<file path="src/rtl/calc_pkg.sv">
// Shared opcodes, FSM state encoding and error-bit positions for the
// sequential calculator and its iterative multiply/divide unit.
package calc_pkg;

  localparam logic [3:0] OP_ADD = 4'd0;
  localparam logic [3:0] OP_SUB = 4'd1;
  localparam logic [3:0] OP_MUL = 4'd2;
  localparam logic [3:0] OP_DIV = 4'd3;
  localparam logic [3:0] OP_MOD = 4'd4;
  localparam logic [3:0] OP_CLR = 4'd5;

  localparam int ERR_OVF  = 0;
  localparam int ERR_DIV0 = 1;

  typedef enum logic [1:0] {
    ST_IDLE = 2'd0,
    ST_MUL  = 2'd1,
    ST_DIV  = 2'd2,
    ST_DONE = 2'd3
  } state_t;

endpackage

</file>
<file path="src/rtl/iter_muldiv.sv">
// Shared shift-add multiplier / restoring divider datapath, one bit per step.
// The upper half of pr holds the partial product/remainder, the lower half the multiplier/quotient.
module iter_muldiv #(
  parameter int WIDTH = 16
) (
  input  logic               clk,
  input  logic               rst,
  input  logic               load,
  input  logic               step,
  input  logic               is_div,
  input  logic [WIDTH-1:0]   a,
  input  logic [WIDTH-1:0]   b,
  output logic [2*WIDTH-1:0] nxt,
  output logic               last
);

  localparam int CNT_W = $clog2(WIDTH) + 1;

  logic [2*WIDTH-1:0] pr;
  logic [WIDTH-1:0]   opnd;
  logic [CNT_W-1:0]   cnt;
  logic [WIDTH:0]     mul_sum;
  logic [WIDTH:0]     rem_sh;
  logic [WIDTH:0]     rem_sub;

  // nxt is the value pr takes after this step; on the last step the top
  // commits it directly so the result is ready on DONE entry.
  always_comb begin
    // NOTE: every always_comb output gets a default first so no path leaves it unassigned (no latch).
    nxt     = pr;
    mul_sum = {1'b0, pr[2*WIDTH-1:WIDTH]} + (pr[0] ? {1'b0, opnd} : {(WIDTH+1){1'b0}});
    rem_sh  = {pr[2*WIDTH-1:WIDTH], pr[WIDTH-1]};
    rem_sub = rem_sh - {1'b0, opnd};
    if (is_div) begin
      // Borrow out of the trial subtraction means the divisor did not fit.
      if (rem_sub[WIDTH])
        nxt = {rem_sh[WIDTH-1:0], pr[WIDTH-2:0], 1'b0};
      else
        nxt = {rem_sub[WIDTH-1:0], pr[WIDTH-2:0], 1'b1};
    end else begin
      nxt = {mul_sum, pr[WIDTH-1:1]};
    end
  end

  // NOTE: sequential state is written with non-blocking assignments only.
  always_ff @(posedge clk) begin
    if (!rst) begin
      pr   <= '0;
      opnd <= '0;
      cnt  <= '0;
    end else if (load) begin
      pr   <= is_div ? {{WIDTH{1'b0}}, a} : {{WIDTH{1'b0}}, b};
      opnd <= is_div ? b : a;
      cnt  <= '0;
    end else if (step) begin
      pr   <= nxt;
      cnt  <= cnt + CNT_W'(1);
    end
  end

  assign last = step && (cnt == CNT_W'(WIDTH - 1));

endmodule

</file>
<file path="src/rtl/seq_calc_unit.sv">
// Clocked calculator: single-cycle ADD/SUB/CLR/NOP, iterative MUL/DIV/MOD,
// with an accumulator that can stand in for operand A to chain operations.
module seq_calc_unit
  import calc_pkg::*;
#(
  parameter int WIDTH = 16
) (
  input  logic               clk,
  input  logic               rst,
  input  logic               start,
  input  logic [3:0]         op,
  input  logic [WIDTH-1:0]   a,
  input  logic [WIDTH-1:0]   b,
  input  logic               use_acc,
  output logic               busy,
  output logic               done,
  output logic [2*WIDTH-1:0] result,
  output logic [1:0]         error,
  output logic [WIDTH-1:0]   acc
);

  state_t             state, state_next;
  logic [3:0]         op_q;
  logic               accept;
  logic [WIDTH-1:0]   opa;
  logic [WIDTH-1:0]   opb_x;
  logic [WIDTH:0]     sum;
  logic               ovf;
  logic               it_load;
  logic               it_div;
  logic               it_last;
  logic [2*WIDTH-1:0] it_nxt;
  logic               commit;
  logic               acc_we;
  logic [2*WIDTH-1:0] commit_result;
  logic [1:0]         commit_error;

  assign busy   = (state == ST_MUL) || (state == ST_DIV);
  assign done   = (state == ST_DONE);
  assign accept = start && ((state == ST_IDLE) || (state == ST_DONE));

  // In DONE, acc already holds the value committed on DONE entry, so a
  // chained start with use_acc sees the fresh result.
  assign opa   = use_acc ? acc : a;
  assign opb_x = (op == OP_SUB) ? ~b : b;
  assign sum   = {1'b0, opa} + {1'b0, opb_x} + {{WIDTH{1'b0}}, (op == OP_SUB)};
  // Carry into the MSB recovered from the MSB sum bit; overflow is it XOR carry out.
  assign ovf   = (sum[WIDTH-1] ^ opa[WIDTH-1] ^ opb_x[WIDTH-1]) ^ sum[WIDTH];

  assign it_div = (state == ST_DIV) || (it_load && (op != OP_MUL));

  iter_muldiv #(.WIDTH(WIDTH)) u_iter (
    .clk    (clk),
    .rst    (rst),
    .load   (it_load),
    .step   (busy),
    .is_div (it_div),
    .a      (opa),
    .b      (b),
    .nxt    (it_nxt),
    .last   (it_last)
  );

  always_comb begin
    state_next    = state;
    it_load       = 1'b0;
    commit        = 1'b0;
    acc_we        = 1'b0;
    commit_result = '0;
    commit_error  = 2'b00;
    case (state)
      ST_IDLE, ST_DONE: begin
        if (start) begin
          case (op)
            OP_ADD, OP_SUB: begin
              state_next             = ST_DONE;
              commit                 = 1'b1;
              acc_we                 = 1'b1;
              commit_result          = {{WIDTH{sum[WIDTH]}}, sum[WIDTH-1:0]};
              commit_error[ERR_OVF]  = ovf;
            end
            OP_MUL: begin
              state_next = ST_MUL;
              it_load    = 1'b1;
            end
            OP_DIV, OP_MOD: begin
              if (b == '0) begin
                state_next             = ST_DONE;
                commit                 = 1'b1;
                acc_we                 = 1'b1;
                commit_error[ERR_DIV0] = 1'b1;
              end else begin
                state_next = ST_DIV;
                it_load    = 1'b1;
              end
            end
            OP_CLR: begin
              state_next = ST_DONE;
              commit     = 1'b1;
              acc_we     = 1'b1;
            end
            default: begin
              state_next = ST_DONE;
              commit     = 1'b1;
            end
          endcase
        end else begin
          state_next = ST_IDLE;
        end
      end
      ST_MUL: begin
        if (it_last) begin
          state_next    = ST_DONE;
          commit        = 1'b1;
          acc_we        = 1'b1;
          commit_result = it_nxt;
        end
      end
      ST_DIV: begin
        if (it_last) begin
          state_next    = ST_DONE;
          commit        = 1'b1;
          acc_we        = 1'b1;
          commit_result = (op_q == OP_MOD) ? {{WIDTH{1'b0}}, it_nxt[2*WIDTH-1:WIDTH]}
                                           : {{WIDTH{1'b0}}, it_nxt[WIDTH-1:0]};
        end
      end
      default: state_next = ST_IDLE;
    endcase
  end

  always_ff @(posedge clk) begin
    if (!rst) begin
      state  <= ST_IDLE;
      op_q   <= OP_ADD;
      result <= '0;
      error  <= 2'b00;
      acc    <= '0;
    end else begin
      state <= state_next;
      if (accept) op_q <= op;
      if (commit) begin
        result <= commit_result;
        error  <= commit_error;
      end
      if (acc_we) acc <= commit_result[WIDTH-1:0];
    end
  end

endmodule
</file>
<file path="config.mk">
export PLATFORM = sky130hd
export DESIGN_NAME = seq_calc_unit
export DESIGN_NICKNAME = d
export VERILOG_FILES = /design/src/rtl/calc_pkg.sv /design/src/rtl/iter_muldiv.sv /design/src/rtl/seq_calc_unit.sv
export SDC_FILE = /design/constraint.sdc
export NUM_CORES = 1
export LEC_CHECK = 0
export ABC_CLOCK_PERIOD_IN_PS = 11750
export BUFFER_PORTS_ARGS = -buffer_cell sky130_fd_sc_hd__buf_4
export CAP_MARGIN = 20
export CORE_MARGIN = 2
export CORE_UTILIZATION = 60
export DETAILED_ROUTE_END_ITERATION = 8
export PLACE_DENSITY = 0.81
export SLEW_MARGIN = 40
export SYNTH_ARGS = -nofsm -noshare
export SYNTH_HDL_FRONTEND = slang
export SYNTH_SLANG_ARGS = --single-unit
</file>
<file path="constraint.sdc">
create_clock -name clk -period 11.75 [get_ports clk]
set_input_delay 1.7625 -clock clk [delete_from_list [all_inputs] [get_ports clk]]
set_output_delay 1.7625 -clock clk [all_outputs]
set_load 0.1 [all_outputs]
</file>
[Word-level counts from Yosys, hierarchy flattened]
Cells that the tools add are included.
Cells by class
  reduce and logical (&&, ||, !) cells: 16
  eq/ne operators: 12
  add/sub/neg operators: 5
  div/mod/pow operators: 0
  bitwise operators: 5
  shift operators: 0
  order comparisons: 0
  $mul: 0
  multiplexer cells: 36
Operators with widths (count)
  $mux W32: 7
  $mux W16: 7
  $pmux W32 S3: 1
  $add A16 B16 Y17: 1
  $add A16 B17 Y17: 1
  $add A17 B1 Y17: 1
  $sub A17 B16 Y17: 1
  $logic_not A16 Y1: 1
  $not A16 Y16: 1
  $eq A4 B3 Y1 const B: 3
  $mux W1: 10
  $pmux W1 S2: 5
  $reduce_or A2 Y1: 5
  $eq A4 B2 Y1 const B: 2
  $mux W2: 4
  $pmux W2 S2: 2
  $add A5 B1 Y5 const B: 1
  $eq A5 B4 Y1 const B: 1
  $eq A2 B2 Y1 const B: 2
  $eq A4 B1 Y1 const B: 1
  $logic_not A4 Y1: 1
  $ne A4 B2 Y1 const B: 1
  $logic_and A1 B1 Y1: 3
  $logic_or A1 B1 Y1: 3
  7 further kinds: 9
Storage, ports and cells
  memories kept: 0
  word-level logic and storage cells: 82
  bits in latches: 0
  output and inout port bits: 52
  memory bits (writable): 0
  memory bits (read-only): 0
  register bits after elaboration: 109
  bits of input ports: 40

[Logic depth before layout (Yosys ltp)]
Gate-level depths: netlist (run 1).
  depth after elaboration: 11
  depth in mapped cells: 15
  mapped depth without buffers: 12

[Modules after synthesis]
From an unflattened synthesis (run 1), not the netlist that was laid out.
Second synthesis, totals
  cells, all modules: 1009
  area total of the unflattened synthesis: 8192.9 µm²
By module, submodules not included
  iter_muldiv: instances 1, area each 4613.2 µm², cells an instance 571
  seq_calc_unit: instances 1, area each 3579.7 µm², cells an instance 438

[Worst setup path after synthesis (run 1)]
Ideal clock, no wire load.
  path kind: in2reg
  start: in op[2]
  end: reg result[16]
  data arrival time: 5014 ps
  cell stages on the path: 15
  path buffers: 4
  required time: 11659 ps
  setup slack: 6645 ps
  cell sequence: buf_2 or4b_1 buf_4 buf_1 xnor2_1 ha_1 nand2_1 nor2_1 a21oi_1 o211a_1 o21a_1 o21a_1 and2_1 clkbuf_1 a311oi_1
On the way
  longest elaborated chain between the ends: 10
  elaborated cells between the ends (all ways): 24
  classes of those cells: 2 x add/sub; 5 x eq/ne; 12 x mux; 5 x reduce/logical
RTL lines
  start: declaration: RTL line seq_calc_unit.sv:11  | input logic [3:0] op,
  branches (longest 10 deep; another with $add A16 B16 Y17)
  end signal: assignment: RTL line seq_calc_unit.sv:143  | result <= commit_result;
  end: declaration: RTL line seq_calc_unit.sv:17  | output logic [2*WIDTH-1:0] result,
Several ways; the timed one is not identified.
A chain may end at the register's enable or synchronous reset.

[Worst setup path after layout (run 1)]
  start: in op[1]
  end: reg result[27]
Same word-level chain as after synthesis.

==> results.yml, run 1 <==
status:
  outcome: "finished clean"
logic_synthesis:
  ys_types: 84
  synthMostInstantiatedCell: "nand2_1"
  synth_area_leader_cell: "dfxtp_1"
  ys_ff_latch: 109
  avgSynthCellArea_um2: 7.76
  ys_async_sr_fraction_pct: 0
  synth.top_cell.area_share_pct: 26.7
  synth_seq_area_share_pct: 26.7
  synth_warnings: 0
  synth_edf_count: 0
  muxShareOfSynthArea_pct: 5.25
  synth_simple_gate_area_share_pct: 18.5
  yosys-top-cells-count: "nand2_1 (126), a21oi_1 (116), dfxtp_1 (109), nor2_1 (75), o21ai_0 (54)"
  syn_nets: 1148
  synthAdderAreaFrac_pct: 8.69
  synth_cells: 1053
  synth_xor_area_share_pct: 5.89
  synth.cell_area_mm2: 0.00818
  synthTopCellsByArea: "dfxtp_1 (27%), ha_1 (8.0%), a21oi_1 (7.1%)"
  synth_top_family_by_area: "compound AO/OA/AOI/OAI gates"
  synth-main-ff-cell: "dfxtp_1"
  synth_compound_area_share_pct: 29.4
clock_tree:
  clkLatencyLatePin_ps: 360
  clk_pin_slew_ps: 80
  root_buffer: "clkbuf_16"
  cts_resized: 0
  ctsLongestPathBuffers: 2
  postCtsHoldBufs: 0
  htreeDepth: 3
  cts_tree: "done"
  clock-sinks: 109
  post_cts_buffers: 0
  numCtsBuffers: 9
setup_path:
  cpMostUsedCell: "o21a_1"
  regToRegSetupSlack_ps: 7910
  cp_max_fo: 17
  cp_slowest_cell: "or4b_2"
  critPathBufInv: 1
  critPathMaxStageDelay_ps: 1010
  cp.arrival_ps: 5920
  crit_type: "primary input to flop"
  cp_data_required_time_ps: 11960
  crit-reg2reg-launch: "acc[0]$_SDFFE_PN0P_"
  cp-end-kind: "flop"
  cp_cell_sequence: "buf_4 > or4b_2 > xnor2_1 > fa_1 > a211oi_1 > o21ai_1 > nand4_1 > o211a_1 > o21a_1 > o21a_1 > and2_1 > a311oi_1"
  critPathLaunchType: "primary input"
  critPathTopFamily: "compound AO/OA/AOI/OAI gates"
  rr_endpoint: "result[27]$_SDFFE_PN0P_"
  worstRegToRegCells: 11
cells_and_area:
  nets: 1200
  utilization_pct: 69.4
  antennaDiodeCount: 0
  drive_above_1_share_pct: 13.2
  fill_cells: 1124
  syn2layout_area_growth_pct: 12.9
floorplanning:
  rows: 42
  pin_count: 92
  initial_utilization_pct: 61.5
  core_mm2: 0.0133
  die_width_um: 121
  fp.dieH_um: 121
  die-area_mm2: 0.0146
route:
  wl_mm: 26.0
  avgViaCountPerCell: 6.43
  drc: 0
  routed-via-count: 8263
  ant_nets: 0
  drt-initial-drc-count: 1006
  wire_per_inst_um: 20.2
  dr.pass1.iters: 6
sta:
  slew_viol_final: 0
  rsz0062_at_grt: "false"
  slew-limit-headroom_pct: 49.8
  timing.final.crit_share_pct: 48.5
  fin_tns_setup_ps: 0
  tightest_slew_ps: 752
  setup_viol: 0
  max_freq_mhz: 175
  fin_crit_ps: 5700
  hold_viol: 0
  clock_skew_ps: 5.50
place:
  dpl.hpwl_mm: 19.5
  gp_congestion: 0.985
  io_buffers: 91
min_path:
  hold_path_class: "flop to flop"
  worstHoldStart: "result[5]$_SDFFE_PN0P_"
  whs_endpoint: "result[5]$_SDFFE_PN0P_"
  holdPathStages: 2
grt:
  grt_pass1_wl_mm: 39.7
  grt_use_total_pct: 35.0
  grt_max_degree: 73
  antenna_found_initial: 0
  grt_pass1_vias: 7388
  grt-ovfl-total: 0
job:
  cap_violations: 0
pwr:
  p_per_area_mw_per_mm2: 222
  max-vdd-ir-drop_mv: 0.123
  power.static_leakage_nw: 3.95
[cell usage in the layout, fill, tap and decap left out, drive strengths merged, types with 10 or more instances in the layout]
master / count
a311oi: 19
xnor2: 43
clkbuf: 10
and2: 35
xor2: 12
a21oi: 118
a211oi: 12
a21o: 18
dfxtp: 109
buf: 101
ha: 52
nand3: 25
o211ai: 27
mux2i: 36
inv: 51
o21a: 24
a31oi: 15
nor2: 76
nand2: 126
o21ai: 62
[how the worst max path moves through the flow]
stage	start	to	slack [ps]	cells after the start
after CTS	op[1]	result[17]$_SDFFE_PN0P_	6090	12
after global placement	op[1]	result[24]$_SDFFE_PN0P_	5730	12
after floorplan	op[2]	result[16]$_SDFFE_PN0P_	6640	15
after detailed placement	op[1]	result[27]$_SDFFE_PN0P_	5700	12
after global routing	op[1]	result[30]$_SDFFE_PN0P_	5770	12
final	op[1]	result[27]$_SDFFE_PN0P_	6050	12
[worst register-to-register path, delay by kind of cell, from the launching register on]
kind	cells	cell delay [ps]
compound gates	6	1640
simple gates	2	610
mux	2	590
fa+ha+maj	1	510
flops	1	350
[cell type report]
cell class	instances	area, um2	share of cell area (%)
clock inverters	6	88.8	0.963
clock buffers	10	239	2.59
well taps	176	220	2.39
repair buffers	101	758	8.22
multi-input cells	833	5550	60.1
flip-flops and latches	109	2180	23.6
inverters	51	191	2.07
[power breakdown]
group | internal [mW] | switching, mW
registers | 0.429 | 0.0619
clock network | 0.177 | 0.160
logic | 0.431 | 0.792
[through the flow]
step / cell area, um2 / hold WS, ps / std cells / power (mW) / worst slack, ps
after floorplan: 8180 / 432 / 1053 / 1.40 / 6640
after global placement: 8900 / 443 / 1270 / 1.67 / 5730
after detailed placement: 8900 / 447 / 1270 / 1.68 / 5700
after CTS: 9230 / 461 / 1286 / 2.02 / 6090
after global routing: 9230 / 483 / 1286 / 2.15 / 5770
final: 9230 / 457 / 1286 / 2.05 / 6050
[routing by layer]
metal | track usage, % | share of wire [%] | vias up
li1 | - | - | 3905
met1 | 47.0 | 42 | 3915
met2 | 57.2 | 47 | 383
met3 | 4.34 | 7.6 | 60
met4 | 13.7 | 3.4 | 0
met5 | 0 | 0 | -
[cells by family after synthesis]
kind of cell | after synthesis
buffers and inverters | 111
flip-flops | 109
AO/OA/AOI/OAI | 361
AND/OR/NAND/NOR | 322
XOR/XNOR | 55
multiplexers | 40
adder cells (fa/ha/maj) | 55
[registers in the layout, indices dropped and copies added (netlist names)]
register     cells
op_q             4
error            2
u_iter.pr       32
u_iter.opnd     16
result          32
state            2
acc             16
u_iter.cnt       5
Power figures use the tool's default switching activity.
==> run 2, diff against run 1 <==
Settings changed: ABC_CLOCK_PERIOD_IN_PS 11750 to 5200, CORE_UTILIZATION 60 to 54, PLACE_DENSITY 0.81 to 0.77.
Clock period 11.75 ns to 5.2 ns, I/O delays scaled along.
==> results.yml, run 2 (synthesized netlist as in run 1, its figures left out) <==
cells_and_area:
  stdcell_count: 1299
  reg.largest.list: "result: 32 flops, u_iter.pr: 32 flops"
  multi_input_area_mm2: 0.00555
  nets: 1205
  layout_commonest_cell: "nand2_1"
  final_cell_mix: "nand2_1 (126), a21oi_1 (116), dfxtp_1 (109), buf_4 (105), nor2_1 (75)"
  syn2layout_area_growth_pct: 13.5
  antennaDiodeCount: 0
  fill_cells: 1315
  seq_area_mm2: 0.00218
  drive_above_1_share_pct: 13.5
  utilization_pct: 63.4
pwr:
  power_mw: 4.61
  power_frac_clock_pct: 16.1
  intPower_mw: 2.34
  p_switching_mw: 2.27
  p_per_area_mw_per_mm2: 497
  seq_power_share_pct: 24.1
  max-vdd-ir-drop_mv: 0.237
  power_switching_share_pct: 49.3
  power_frac_comb_pct: 59.9
  power.static_leakage_nw: 3.97
floorplanning:
  core_mm2: 0.0146
  rows: 44
  die_width_um: 127
  initial_utilization_pct: 55.8
  pin_count: 92
  fp.dieH_um: 127
  die-area_mm2: 0.0161
grt:
  grt_max_degree: 53
  antenna_found_initial: 0
  grt_util_met2_pct: 51.2
  grtUsageMet1_pct: 42.3
  grt_pass1_wl_mm: 39.7
  grtUsageMet3_pct: 5.82
  grt_use_total_pct: 31.0
  grt-busiest-layer: "met2"
  grt-ovfl-total: 0
  grt_pass1_vias: 7400
clock_tree:
  numCtsBuffers: 9
  root_buffer: "clkbuf_16"
  clock-sinks: 109
  postCtsHoldBufs: 0
  cts_tree: "done"
  clkLatencyLatePin_ps: 360
  ctsLongestPathBuffers: 2
  cts_resized: 0
  clk_pin_slew_ps: 80
  post_cts_buffers: 0
  htreeDepth: 3
sta:
  clock_skew_ps: 5.96
  tightest_slew_ps: 826
  max_freq_mhz: 236
  fin_crit_ps: 4230
  rsz0062_at_grt: "false"
  fin_tns_setup_ps: 0
  slew_viol_final: 0
  timing.final.crit_share_pct: 81.4
  hold_viol: 0
  setup_viol: 0
  slew-limit-headroom_pct: 45.0
route:
  wl_mm: 25.2
  drt-initial-drc-count: 799
  wire_per_inst_um: 19.4
  avgViaCountPerCell: 6.26
  drc: 0
  ant_nets: 0
  dr.pass1.iters: 5
  routed-via-count: 8130
setup_path:
  crit_type: "primary input to flop"
  cp-end-kind: "flop"
  cp_data_required_time_ps: 5430
  cp.arrival_ps: 4470
  cp_max_fo: 17
  critPathLaunchType: "primary input"
  worstRegToRegCells: 11
min_path:
  holdPathStages: 2
  hold_path_class: "flop to flop"
place:
  dp.cells: 1283
  gp_congestion: 1.01
  dpl.hpwl_mm: 19.1
  io_buffers: 91
job:
  cap_violations: 0
status:
  outcome: "finished clean"
==> run 2: worst paths after layout <==
kind | startpoint | endpoint | slack, ps
setup reg to reg | u_iter.pr[15]$_SDFFE_PN0P_ | result[12]$_SDFFE_PN0P_ | 1520
hold / removal | op_q[0]$_SDFFE_PN0P_ | op_q[0]$_SDFFE_PN0P_ | 460
setup / recovery | op[1] | result[30]$_SDFFE_PN0P_ | 970
hold reg to reg | op_q[0]$_SDFFE_PN0P_ | op_q[0]$_SDFFE_PN0P_ | 460
==> run 2: layout make-up <==
| cell class | instances | share of cell area, % |
|---|---|---|
| multi-input cells | 833 | 59.8 |
| flip-flops and latches | 109 | 23.5 |
| repair buffers | 106 | 8.71 |
| well taps | 184 | 2.48 |
| clock buffers | 9 | 2.43 |
| inverters | 51 | 2.06 |
| clock inverters | 7 | 0.998 |
==> run 2: stage by stage <==
| step | worst slack (ps) | hold WS (ps) | instance area, um2 |
|---|---|---|---|
| floorplan | 1080 | 432 | 8180 |
| global placement | 737 | 443 | 8960 |
| detailed placement | 675 | 447 | 8960 |
| CTS | 1020 | 459 | 9280 |
| global route | 778 | 487 | 9280 |
| finish | 966 | 456 | 9280 |
==> run 2: worst max-delay path, stage by stage <==
cell and delay, ps:
buf_4 140, or4b_1 830, xnor2_1 280, fa_1 480
a211oi_1 340, o21ai_1 210, nand4_1 140, o211a_1 150
o21a_1 250, o21a_1 140, buf_4 210, and2_1 400
a311oi_1 110
==> run 2: power by group through the flow <==
stage                     sequential [mW]  combinational, mW  clock, mW
after floorplan                      1.30               1.86          0
after global placement               1.12               2.65          0
after detailed placement             1.12               2.69          0
after CTS                            1.10               2.70      0.749
after global routing                 1.12               2.97      0.781
final                                1.11               2.76      0.741
==> run 2: routing by layer <==
| metal | wire length [um] | part of all wire, % |
|---|---|---|
| met5 | 0 | 0 |
| met4 | 482 | 1.9 |
| met3 | 1890 | 7.5 |
| met2 | 11800 | 47 |
| met1 | 11000 | 44 |
==> run 3, diff against run 2 <==
Settings changed: ABC_CLOCK_PERIOD_IN_PS 5200 to 4300, CORE_UTILIZATION 54 to 60, PLACE_DENSITY 0.77 to 0.81.
Clock period 5.2 ns to 4.3 ns, I/O delays scaled along.
==> results.yml, run 3 (synthesized netlist as in run 1, its figures left out) <==
route:
  met3_length_mm: 2.02
  drc: 0
  wire_per_inst_um: 20.2
  avgViaCountPerCell: 6.34
  dr.pass1.iters: 5
  dr_wl_met2_mm: 12.1
  drt-initial-drc-count: 852
  routed-via-count: 8210
  highest_layer: "met4"
  ant_nets: 0
  wl_mm: 26.2
  wl_met1_mm: 11.1
floorplanning:
  die-area_mm2: 0.0146
  core_mm2: 0.0133
  fp.dieH_um: 121
  die_width_um: 121
  initial_utilization_pct: 61.5
  rows: 42
  pin_count: 92
cells_and_area:
  drive_above_1_share_pct: 13.8
  antennaDiodeCount: 0
  reg.largest.list: "result: 32 flops, u_iter.pr: 32 flops"
  syn2layout_area_growth_pct: 14.0
  layout_commonest_cell: "nand2_1"
  final_cell_mix: "nand2_1 (126), a21oi_1 (115), dfxtp_1 (109), buf_4 (106), nor2_1 (75)"
  nets: 1208
  finish.instance_area_mm2: 0.00932
clock_tree:
  ctsLongestPathBuffers: 2
  htreeDepth: 3
  numCtsBuffers: 9
  post_cts_buffers: 0
  cts_resized: 0
  clk_pin_slew_ps: 90
  clkLatencyLatePin_ps: 380
  cts_tree: "done"
  clock-sinks: 109
  root_buffer: "clkbuf_16"
  postCtsHoldBufs: 0
grt:
  grt-ovfl-total: 0
  grt_use_total_pct: 36.1
  grt_pass1_wl_mm: 40.8
  antenna_found_initial: 1
  grt_max_degree: 53
  grt_pass1_vias: 7747
place:
  dpl.hpwl_mm: 20.0
  io_buffers: 91
  placed_cell_area_mm2: 0.00900
  gp_congestion: 0.990
  dpl_worst_slack_ps: 323
setup_path:
  cp_data_required_time_ps: 4580
  cp-end-kind: "flop"
  critPathLaunchType: "primary input"
  cp_cell_sequence: "buf_4 > or4b_1 > buf_4 > xnor2_1 > ha_1 > a211oi_1 > o21ai_1 > nand4_1 > o211a_1 > o21a_1 > o21a_1 > and2_1 > a311oi_1"
  critPathTopFamily: "compound AO/OA/AOI/OAI gates"
  crit_type: "primary input to flop"
  cp_slowest_cell: "or4b_1"
  critPathBufInv: 2
  critPathMaxStageDelay_ps: 580
  cp.arrival_ps: 3900
  cp_max_fo: 16
sta:
  clock_skew_ps: 14.3
  rsz0062_at_grt: "false"
  setup_slack_ps: 680
  fin_crit_ps: 3620
  max_freq_mhz: 276
  fin_tns_setup_ps: 0
  hold_viol: 0
  slew_viol_final: 0
  slew-limit-headroom_pct: 47.0
  setup_viol: 0
  tightest_slew_ps: 774
  timing.final.crit_share_pct: 84.2
status:
  outcome: "finished clean"
pwr:
  power.static_leakage_nw: 3.99
  p_per_area_mw_per_mm2: 611
  max-vdd-ir-drop_mv: 0.281
min_path:
  hold_path_class: "flop to flop"
job:
  cap_violations: 0
-- run 3: cell count changes in the layout (fill, tap and decap cells not counted), sizes merged --
cell    delta
buf        +3
bufinv     -1
inv        +1
-- run 3: layout make-up --
type | count | area [um2]
multi-input cells | 833 | 5560
fillers | 1155 | 3980
flip-flops and latches | 109 | 2180
repair buffers | 109 | 856
clock buffers | 9 | 225
well taps | 176 | 220
inverters | 51 | 191
clock inverters | 7 | 86.3
-- run 3: metrics by stage --
stage               power, mW  hold WS, ps  util [%]  std cells
global route             5.97          478      70.1       1294
CTS                      5.59          462      70.0       1294
floorplan                3.82          432         -       1053
detailed placement       4.72          447      67.7       1278
global placement         4.68          439      67.7       1278
finish                   5.70          464      70.1       1294
-- run 3: path summary, 6_finish.rpt --
path	start	end	slack (ps)	depth (start not counted)
max	op[1]	result[24]$_SDFFE_PN0P_	680	13
min	result[2]$_SDFFE_PN0P_	result[2]$_SDFFE_PN0P_	460	2
max reg2reg	u_iter.pr[15]$_SDFFE_PN0P_	acc[14]$_SDFFE_PN0P_	680	12
min reg2reg	result[2]$_SDFFE_PN0P_	result[2]$_SDFFE_PN0P_	460	2
-- run 3: metal layers --
metal | vias to the layer above | GRT usage, %
li1 | 3924 | -
met5 | - | 0
met4 | 0 | 16.1
met3 | 58 | 6.65
met2 | 376 | 58.9
met1 | 3852 | 46.5
-- run 3: worst register-to-register path, stage by stage (launching register included) --
cell	delay, ps
dfxtp_1	360
inv_1	90
ha_1	220
fa_1	420
nor2b_1	200
o31a_1	300
o2111a_2	310
nor3_4	80
nor2_4	330
buf_4	270
mux2i_1	470
o21ai_0	250
o21a_1	220
-- run 3: where the power goes --
group	internal [mW]	switching, mW
registers	1.17	0.157
clock network	0.419	0.460
logic	1.22	2.27
